### src/rtl/sa_pkg.sv
// sa_pkg: shared array sizing and operand loader state encoding.
// Imported by operand_loader and its bench.
package sa_pkg;

  localparam int SA_N      = 8;
  localparam int SA_NREG   = 2 * SA_N;
  localparam int SA_DATA_W = 16;
  localparam int SA_REG_W  = $clog2(SA_NREG);
  localparam int SA_IDX_W  = $clog2(SA_N);

  typedef enum logic [2:0] {
    IDLE,
    WRITE,
    LOAD,
    WAIT_MM,
    FIN
  } ld_state_e;

endpackage

### src/rtl/operand_loader.sv
// operand_loader: streams 2N*N operand words into the array register file.
// Define OPERAND_LOADER_TIMEOUT_EN to bound the WAIT_MM wait.
module operand_loader
  import sa_pkg::*;
#(
  parameter int DATA_W         = SA_DATA_W,
  parameter int N              = SA_N,
  parameter int TIMEOUT_CYCLES = 64
) (
  input  logic                CLK,
  input  logic                CLEAR_N,
  input  logic                START,
  input  logic                S_VALID,
  output logic                S_READY,
  input  logic [DATA_W-1:0]   S_DATA,
  input  logic                S_LAST,
  input  logic                INTERRUPT_IN,
  output logic                CHIP_EN,
  output logic                CHIP_WRITE,
  output logic                CHIP_LOAD,
  output logic [SA_REG_W-1:0] CHIP_REG_SELECT,
  output logic [SA_IDX_W-1:0] CHIP_IDX_SELECT,
  output logic [DATA_W-1:0]   CHIP_DATA_IN,
  output logic                BUSY,
  output logic                DONE,
  output logic                ERR
);

  localparam int CW = SA_REG_W + SA_IDX_W;
  localparam int NW = 2 * N * N;
  localparam logic [CW-1:0] LAST_CNT = CW'(NW - 1);

  ld_state_e           r_state;
  logic [CW-1:0]       r_cnt;
  logic                r_wr;
  logic                r_load;
  logic                r_err;
  logic [SA_REG_W-1:0] r_reg;
  logic [SA_IDX_W-1:0] r_idx;
  logic [DATA_W-1:0]   r_data;

  logic w_acc;
  logic w_last;
  logic w_frame_ok;
  logic w_busy;

`ifdef OPERAND_LOADER_TIMEOUT_EN
  localparam int TW = $clog2(TIMEOUT_CYCLES + 1);
  localparam logic [TW-1:0] TMO_LAST = TW'(TIMEOUT_CYCLES - 1);
  logic [TW-1:0] r_tmo;
`else
  logic w_unused_tmo;
  assign w_unused_tmo = (TIMEOUT_CYCLES > 0);
`endif

  assign w_acc      = (r_state == WRITE) && S_VALID;
  assign w_last     = (r_cnt == LAST_CNT);
  assign w_frame_ok = (w_last == S_LAST);
  assign w_busy     = (r_state != IDLE);

  assign S_READY         = (r_state == WRITE);
  assign BUSY            = w_busy;
  assign CHIP_EN         = w_busy;
  assign DONE            = (r_state == FIN);
  assign ERR             = r_err;
  assign CHIP_WRITE      = r_wr;
  assign CHIP_LOAD       = r_load;
  assign CHIP_REG_SELECT = r_reg;
  assign CHIP_IDX_SELECT = r_idx;
  assign CHIP_DATA_IN    = r_data;

  // Sequencer: frame counting, framing check, load and completion wait.
  always_ff @(posedge CLK or negedge CLEAR_N) begin
    if (!CLEAR_N) begin
      r_state <= IDLE;
      r_cnt   <= '0;
      r_load  <= 1'b0;
      r_err   <= 1'b0;
`ifdef OPERAND_LOADER_TIMEOUT_EN
      r_tmo   <= '0;
`endif
    end else begin
      r_load <= 1'b0;
      unique case (r_state)
        IDLE: begin
          if (START) begin
            r_state <= WRITE;
            r_cnt   <= '0;
            r_err   <= 1'b0;
          end
        end
        WRITE: begin
          if (w_acc) begin
            r_cnt <= r_cnt + CW'(1);
            if (!w_frame_ok) begin
              r_err   <= 1'b1;
              r_state <= FIN;
            end else if (w_last) begin
              r_state <= LOAD;
            end
          end
        end
        LOAD: begin
          r_load  <= 1'b1;
          r_state <= WAIT_MM;
`ifdef OPERAND_LOADER_TIMEOUT_EN
          r_tmo   <= '0;
`endif
        end
        WAIT_MM: begin
          if (INTERRUPT_IN) begin
            r_state <= FIN;
          end
`ifdef OPERAND_LOADER_TIMEOUT_EN
          else if (r_tmo == TMO_LAST) begin
            r_err   <= 1'b1;
            r_state <= FIN;
          end else begin
            r_tmo <= r_tmo + TW'(1);
          end
`endif
        end
        FIN: begin
          r_state <= IDLE;
        end
        default: begin
          r_state <= IDLE;
        end
      endcase
    end
  end

  // Write port: one registered array write per accepted word.
  always_ff @(posedge CLK or negedge CLEAR_N) begin
    if (!CLEAR_N) begin
      r_wr   <= 1'b0;
      r_reg  <= '0;
      r_idx  <= '0;
      r_data <= '0;
    end else begin
      r_wr <= w_acc;
      if (w_acc) begin
        r_reg  <= r_cnt[CW-1:SA_IDX_W];
        r_idx  <= r_cnt[SA_IDX_W-1:0];
        r_data <= S_DATA;
      end
    end
  end

endmodule

### config.mk
export PLATFORM = sky130hd
export DESIGN_NAME = operand_loader
export DESIGN_NICKNAME = d
export VERILOG_FILES = /design/src/rtl/sa_pkg.sv /design/src/rtl/operand_loader.sv
export SDC_FILE = /design/constraint.sdc
export NUM_CORES = 1
export LEC_CHECK = 0
export ABC_AREA = 1
export BUFFER_PORTS_ARGS = -buffer_cell sky130_fd_sc_hd__clkbuf_2
export CAP_MARGIN = 10
export CORE_ASPECT_RATIO = 0.9
export CORE_MARGIN = 2
export CORE_UTILIZATION = 35
export DETAILED_ROUTE_END_ITERATION = 12
export PLACE_DENSITY = 0.6
export SYNTH_ARGS = -nofsm -noshare
export SYNTH_HDL_FRONTEND = slang
export SYNTH_SLANG_ARGS = --single-unit
### constraint.sdc
create_clock -name CLK -period 3.55 [get_ports CLK]
set_input_delay 0.71 -clock CLK [delete_from_list [all_inputs] [get_ports CLK]]
set_output_delay 0.71 -clock CLK [all_outputs]
set_load 0.03 [all_outputs]
Word level (Yosys, flattened, before mapping)
Index checks and enable logic that the tools add are counted.
{"block": "word_totals", "reg_bits": 36, "latch_bits": 0, "ram_bits": 0, "rom_bits": 0, "in_bits": 22, "output_inout_bits": 30, "elab_cells": 41, "memories": 0}
{"block": "op_classes", "n_addsub": 1, "multipliers": 0, "div": 0, "magnitude_cmp": 0, "n_eq_ne": 11, "shift": 0, "muxes": 14, "n_bitwise": 0, "reduce_logical": 7}
{"operator": "two-way mux 3 bit", "n": 5}
{"operator": "two-way mux 7 bit", "n": 2}
{"operator": "one-hot mux 7 bit (2 select lines)", "n": 1}
{"operator": "one-hot mux 3 bit (4 select lines)", "n": 1}
{"operator": "AND reduction 4 bit", "n": 2}
{"operator": "adder 7 x 1 -> 7 bit (second input constant)", "n": 1}
{"operator": "equality test 7 bit (second input constant)", "n": 1}
{"operator": "equality test 3 x 2 -> 1 bit (second input constant)", "n": 2}
{"operator": "inequality test 2 bit (second input constant)", "n": 3}
{"operator": "two-way mux 1 bit", "n": 4}
{"operator": "equality test 3 x 1 -> 1 bit (second input constant)", "n": 1}
{"operator": "equality test 3 bit (second input constant)", "n": 1}
{"operator": "zero test 3 bit", "n": 1}
{"operator": "inequality test 3 bit (second input constant)", "n": 1}
{"operator": "AND reduction 3 bit", "n": 1}
{"operator": "nonzero test 3 bit", "n": 1}
{"operator": "inequality test 2 x 1 -> 1 bit (second input constant)", "n": 1}
{"operator": "one-hot mux 1 bit (2 select lines)", "n": 1}
{"operator": "nonzero test 2 bit", "n": 1}
{"operator": "equality test 1 bit", "n": 1}
{"operator": "logical AND 1 bit", "n": 1}

Logic depth before layout (Yosys ltp)
{"block": "logic_depth", "word_depth": 5, "mapped_depth": 10, "mapped_depth_nobuf": 10}

Worst setup path before layout
Ideal clock, no wire load.
{"block": "synth_timing", "path_type": "register to output", "start": "register r_state[1]", "end": "output DONE", "t_arrival_ps": 1140, "required_ps": 2840, "path_slack_ps": 1700, "stages_incl_launch_ff": 2, "n_path_buf": 0, "path_cell_list": "dfrtp_1 > nor3_1"}
{"block": "synth_between", "elab_chain_cells": 1}
{"item": "from (decl)", "line": "operand_loader.sv:33", "rtl": "ld_state_e r_state;"}
{"item": "from (signal assigned)", "line": "operand_loader.sv:75", "rtl": "r_state <= IDLE;"}
{"item": "from (signal assigned)", "line": "operand_loader.sv:87", "rtl": "r_state <= WRITE;"}
{"item": "from (signal assigned)", "line": "operand_loader.sv:97", "rtl": "r_state <= FIN;"}
{"item": "equality test 3 bit", "line": "operand_loader.sv:64", "rtl": "assign DONE = (r_state == FIN);"}
{"item": "to (decl)", "line": "operand_loader.sv:25", "rtl": "output logic DONE,"}
No other way between the ends.

Worst setup path after layout
{"block": "layout_timing", "start": "register r_state[2]", "end": "output S_READY"}
{"block": "layout_between", "elab_chain_cells": 1}
{"item": "equality test 3 x 1 -> 1 bit", "line": "operand_loader.sv:61", "rtl": "assign S_READY = (r_state == WRITE);"}
{"item": "to (decl)", "line": "operand_loader.sv:14", "rtl": "output logic S_READY,"}
No other way between the ends.

==> results.py <==
metrics = {
    "timing": {
        "worstMarginPinSlew_ns": 0.885,
        "hold_violations": 0,
        "timing.hold.ws_ns": 0.481,
        "rsz0062_at_grt": "no",
        "finalSetupTns_ns": 0,
        "max_freq_mhz": 494,
        "relSlewSlack_pct": 41.0,
        "setup_viol": 0,
        "min_period_over_period_pct": 57.0,
        "min_period_ns": 2.02,
        "drv_slew": 0,
        "fin_skew_ns": 0.00501,
    },
    "floorplan": {
        "die_h_um": 68.0,
        "num_rows": 23,
        "coreArea_sq_um": 4400,
        "dieWidth_um": 75.1,
        "start_util_pct": 36.2,
        "io_pins": 52,
        "design.die.area_sq_um": 5110,
    },
    "cts": {
        "postCtsHoldBufs": 0,
        "post_cts_buffers": 0,
        "cts_max_level": 2,
        "clock_sinks": 36,
        "cts_tree": "done",
        "clk_pin_slew_ns": 0.08,
        "clk_path_buf_depth": 2,
        "clockRootBuffer": "clkbuf_8",
        "clk_latency_ns": 0.28,
        "cts-buffers-inserted": 5,
        "cts_resized": 0,
    },
    "global_route": {
        "antenna_found_initial": 0,
        "grt_pass1_vias": 1118,
        "grt_pass1_wl_mm": 5.29,
        "grt_max_degree": 37,
        "grtUsageTotal_pct": 13.8,
        "overflow": 0,
    },
    "logic_synthesis": {
        "synth_seq_area_share_pct": 56.5,
        "yosys_warnings": 0,
        "yosysMostFrequentCell": "nand2_1",
        "avgSynthCellArea_sq_um": 8.52,
        "synth_top_area_share_pct": 56.5,
        "synth_commonest_cells": "nand2_1 (81), dfrtp_1 (36), inv_1 (14)",
        "ys.flop_type": "dfrtp_1",
        "synth_fp_nets": 210,
        "syn_inst": 187,
        "synth_edf_count": 0,
        "synth-async-reset-ratio_pct": 100,
        "synth_area_leaders": "dfrtp_1 (57%), nand2_1 (19%), inv_1 (3.3%)",
        "synth_cell_types": 24,
        "synth_top_cell_by_area": "dfrtp_1",
        "syn_area_sq_um": 1590,
        "synth-seq-cells": 36,
    },
    "power": {
        "clock_power_share_pct": 25.7,
        "p_switching_uw": 825,
        "finalPower_uw": 1930,
        "p_per_area_nw_per_um2": 947,
        "switching_share_pct": 42.8,
        "power_leakage_uw": 0.00113,
        "p_seq_share_pct": 32.1,
        "pwr-share-comb_pct": 42.2,
        "intPower_uw": 1100,
        "ir_drop_v": 0.000352,
    },
    "final_layout": {
        "design_area_sq_um": 2040,
        "layout-drive-gt1-share_pct": 27.8,
        "antenna_cells": 0,
        "final_nets": 263,
        "syn_to_final_growth_pct": 27.7,
    },
    "place": {
        "dp_hpwl_mm": 2.24,
        "postPlaceCellArea_sq_um": 1880,
        "place_congestion": 0.782,
        "portBuffers": 51,
    },
    "worst_hold_path": {
        "hold_path.class": "flop to flop",
        "hold_path_depth": 2,
        "min-delay-start": "CHIP_DATA_IN[12]",
    },
    "worst_setup_path": {
        "worstRegToRegCells": 7,
        "crit_arrival_ns": 1.31,
        "cp_slowest_cell": "dfrtp_1",
        "cp-end-kind": "output port",
        "crit_type": "flop to output port",
        "r2r-start": "r_state[2]",
        "crit_chain": "inv_1, nand2_2, nor2_4, clkbuf_2",
        "cp-start-kind": "flop",
        "r2r_slack_ns": 2.06,
        "critPathMaxStageDelay_ns": 0.40,
        "critPathLaunch": "r_state[2]",
        "cp_data_required_time_ns": 2.84,
        "crit_path_max_fanout": 8,
    },
    "drt": {
        "drcViolationCount": 0,
        "met2_length_mm": 1.46,
        "routed_via_density": 4.32,
        "wl_met3_um": 142,
        "detail_route.wl_per_cell_um": 10.7,
        "wl_met1_mm": 1.60,
        "drt_first_iter_violations": 54,
        "dr_total_vias": 1310,
        "top_layer": "met4",
        "wl_mm": 3.23,
        "ant_nets": 0,
        "drt-pass1-iter-count": 4,
    },
    "run_status": {
        "status": "complete, no violations",
    },
    "run": {
        "cap_violations": 0,
    },
}
-- cells in the final DEF, fill, tap and decap left out --
cell	netlist	final
dfrtp_1	36	36
ha_1	1	1
bufinv_16	0	3
o21bai_1	1	1
nand3b_1	1	1
nand2_4	1	1
xor2_1	3	3
nand3_1	6	6
o21ai_0	8	8
nand4_1	2	2
nand2_2	1	1
clkbuf_2	0	51
nor2_1	13	13
inv_1	14	14
nor3_1	1	1
o21ai_1	7	7
nor2_2	1	1
nor2_4	1	1
inv_2	2	2
nand3_2	1	1
inv_6	1	1
clkbuf_8	0	5
nand2_1	81	81
-- critical path, delay by kind of cell, from the launching register on --
family | cells | cell delay (ns)
buf+inv | 2 | 0.36
flops | 1 | 0.40
simple gates | 2 | 0.28
-- flip-flops by register name (all words and copies together), names as in the netlist --
name / cells
CHIP_REG_SELECT: 4
CHIP_LOAD: 1
r_state: 3
CHIP_IDX_SELECT: 3
CHIP_WRITE: 1
ERR: 1
CHIP_DATA_IN: 16
r_cnt: 7
-- cells by family (layout without fill, tap and decap cells) --
| group | after synthesis | after routing | share of synthesized area (%) |
|---|---|---|---|
| xor+xnor | 3 | 3 | 1.65 |
| compound gates | 16 | 16 | 5.18 |
| fa+ha+maj | 1 | 1 | 0.785 |
| buf+inv | 22 | 76 | 7.46 |
| simple gates | 109 | 109 | 28.4 |
| flops | 36 | 36 | 56.5 |
-- power groups by stage --
| stage | Combinational, uW | Sequential (uW) | Clock [uW] |
|---|---|---|---|
| 6_report | 813 | 619 | 496 |
| 3_5_place_dp | 827 | 624 | 0 |
| 4_1_cts | 829 | 620 | 509 |
| 2_1_floorplan | 419 | 832 | 0 |
| 5_1_grt | 913 | 635 | 527 |
| 3_3_place_gp | 819 | 622 | 0 |
-- routing by layer --
layer	track usage, %	vias to the layer above
li1	-	677
met1	20.2	603
met2	19.8	28
met3	3.68	2
met4	4.61	0
met5	0	-
-- stage by stage --
stage          setup WS, ns  std cells  utilization [%]
6_report               1.53        303             46.2
5_1_grt                1.43        303             46.2
4_1_cts                1.51        303             46.2
3_5_place_dp           1.82        295             42.6
3_3_place_gp           1.86        295             42.6
2_1_floorplan          1.70        187                -
-- final cells by class --
| class | count | area, sq um |
|---|---|---|
| timing repair buffer | 51 | 255 |
| fill | 480 | 2370 |
| sequential | 36 | 901 |
| inverter | 17 | 68.8 |
| clock inverter | 3 | 90.1 |
| multi-input combinational | 129 | 574 |
| tap | 62 | 77.6 |
| clock buffer | 5 | 68.8 |
-- path summary, 6_finish.rpt --
| kind | to |
|---|---|
| max | S_READY |
| min reg2reg | CHIP_DATA_IN[12] |
| max reg2reg | r_cnt[1] |
| max in group asynchronous | CHIP_DATA_IN[3] |
| min | CHIP_DATA_IN[12] |
| min in group asynchronous | CHIP_DATA_IN[11] |
Power figures use the tool's default switching activity.
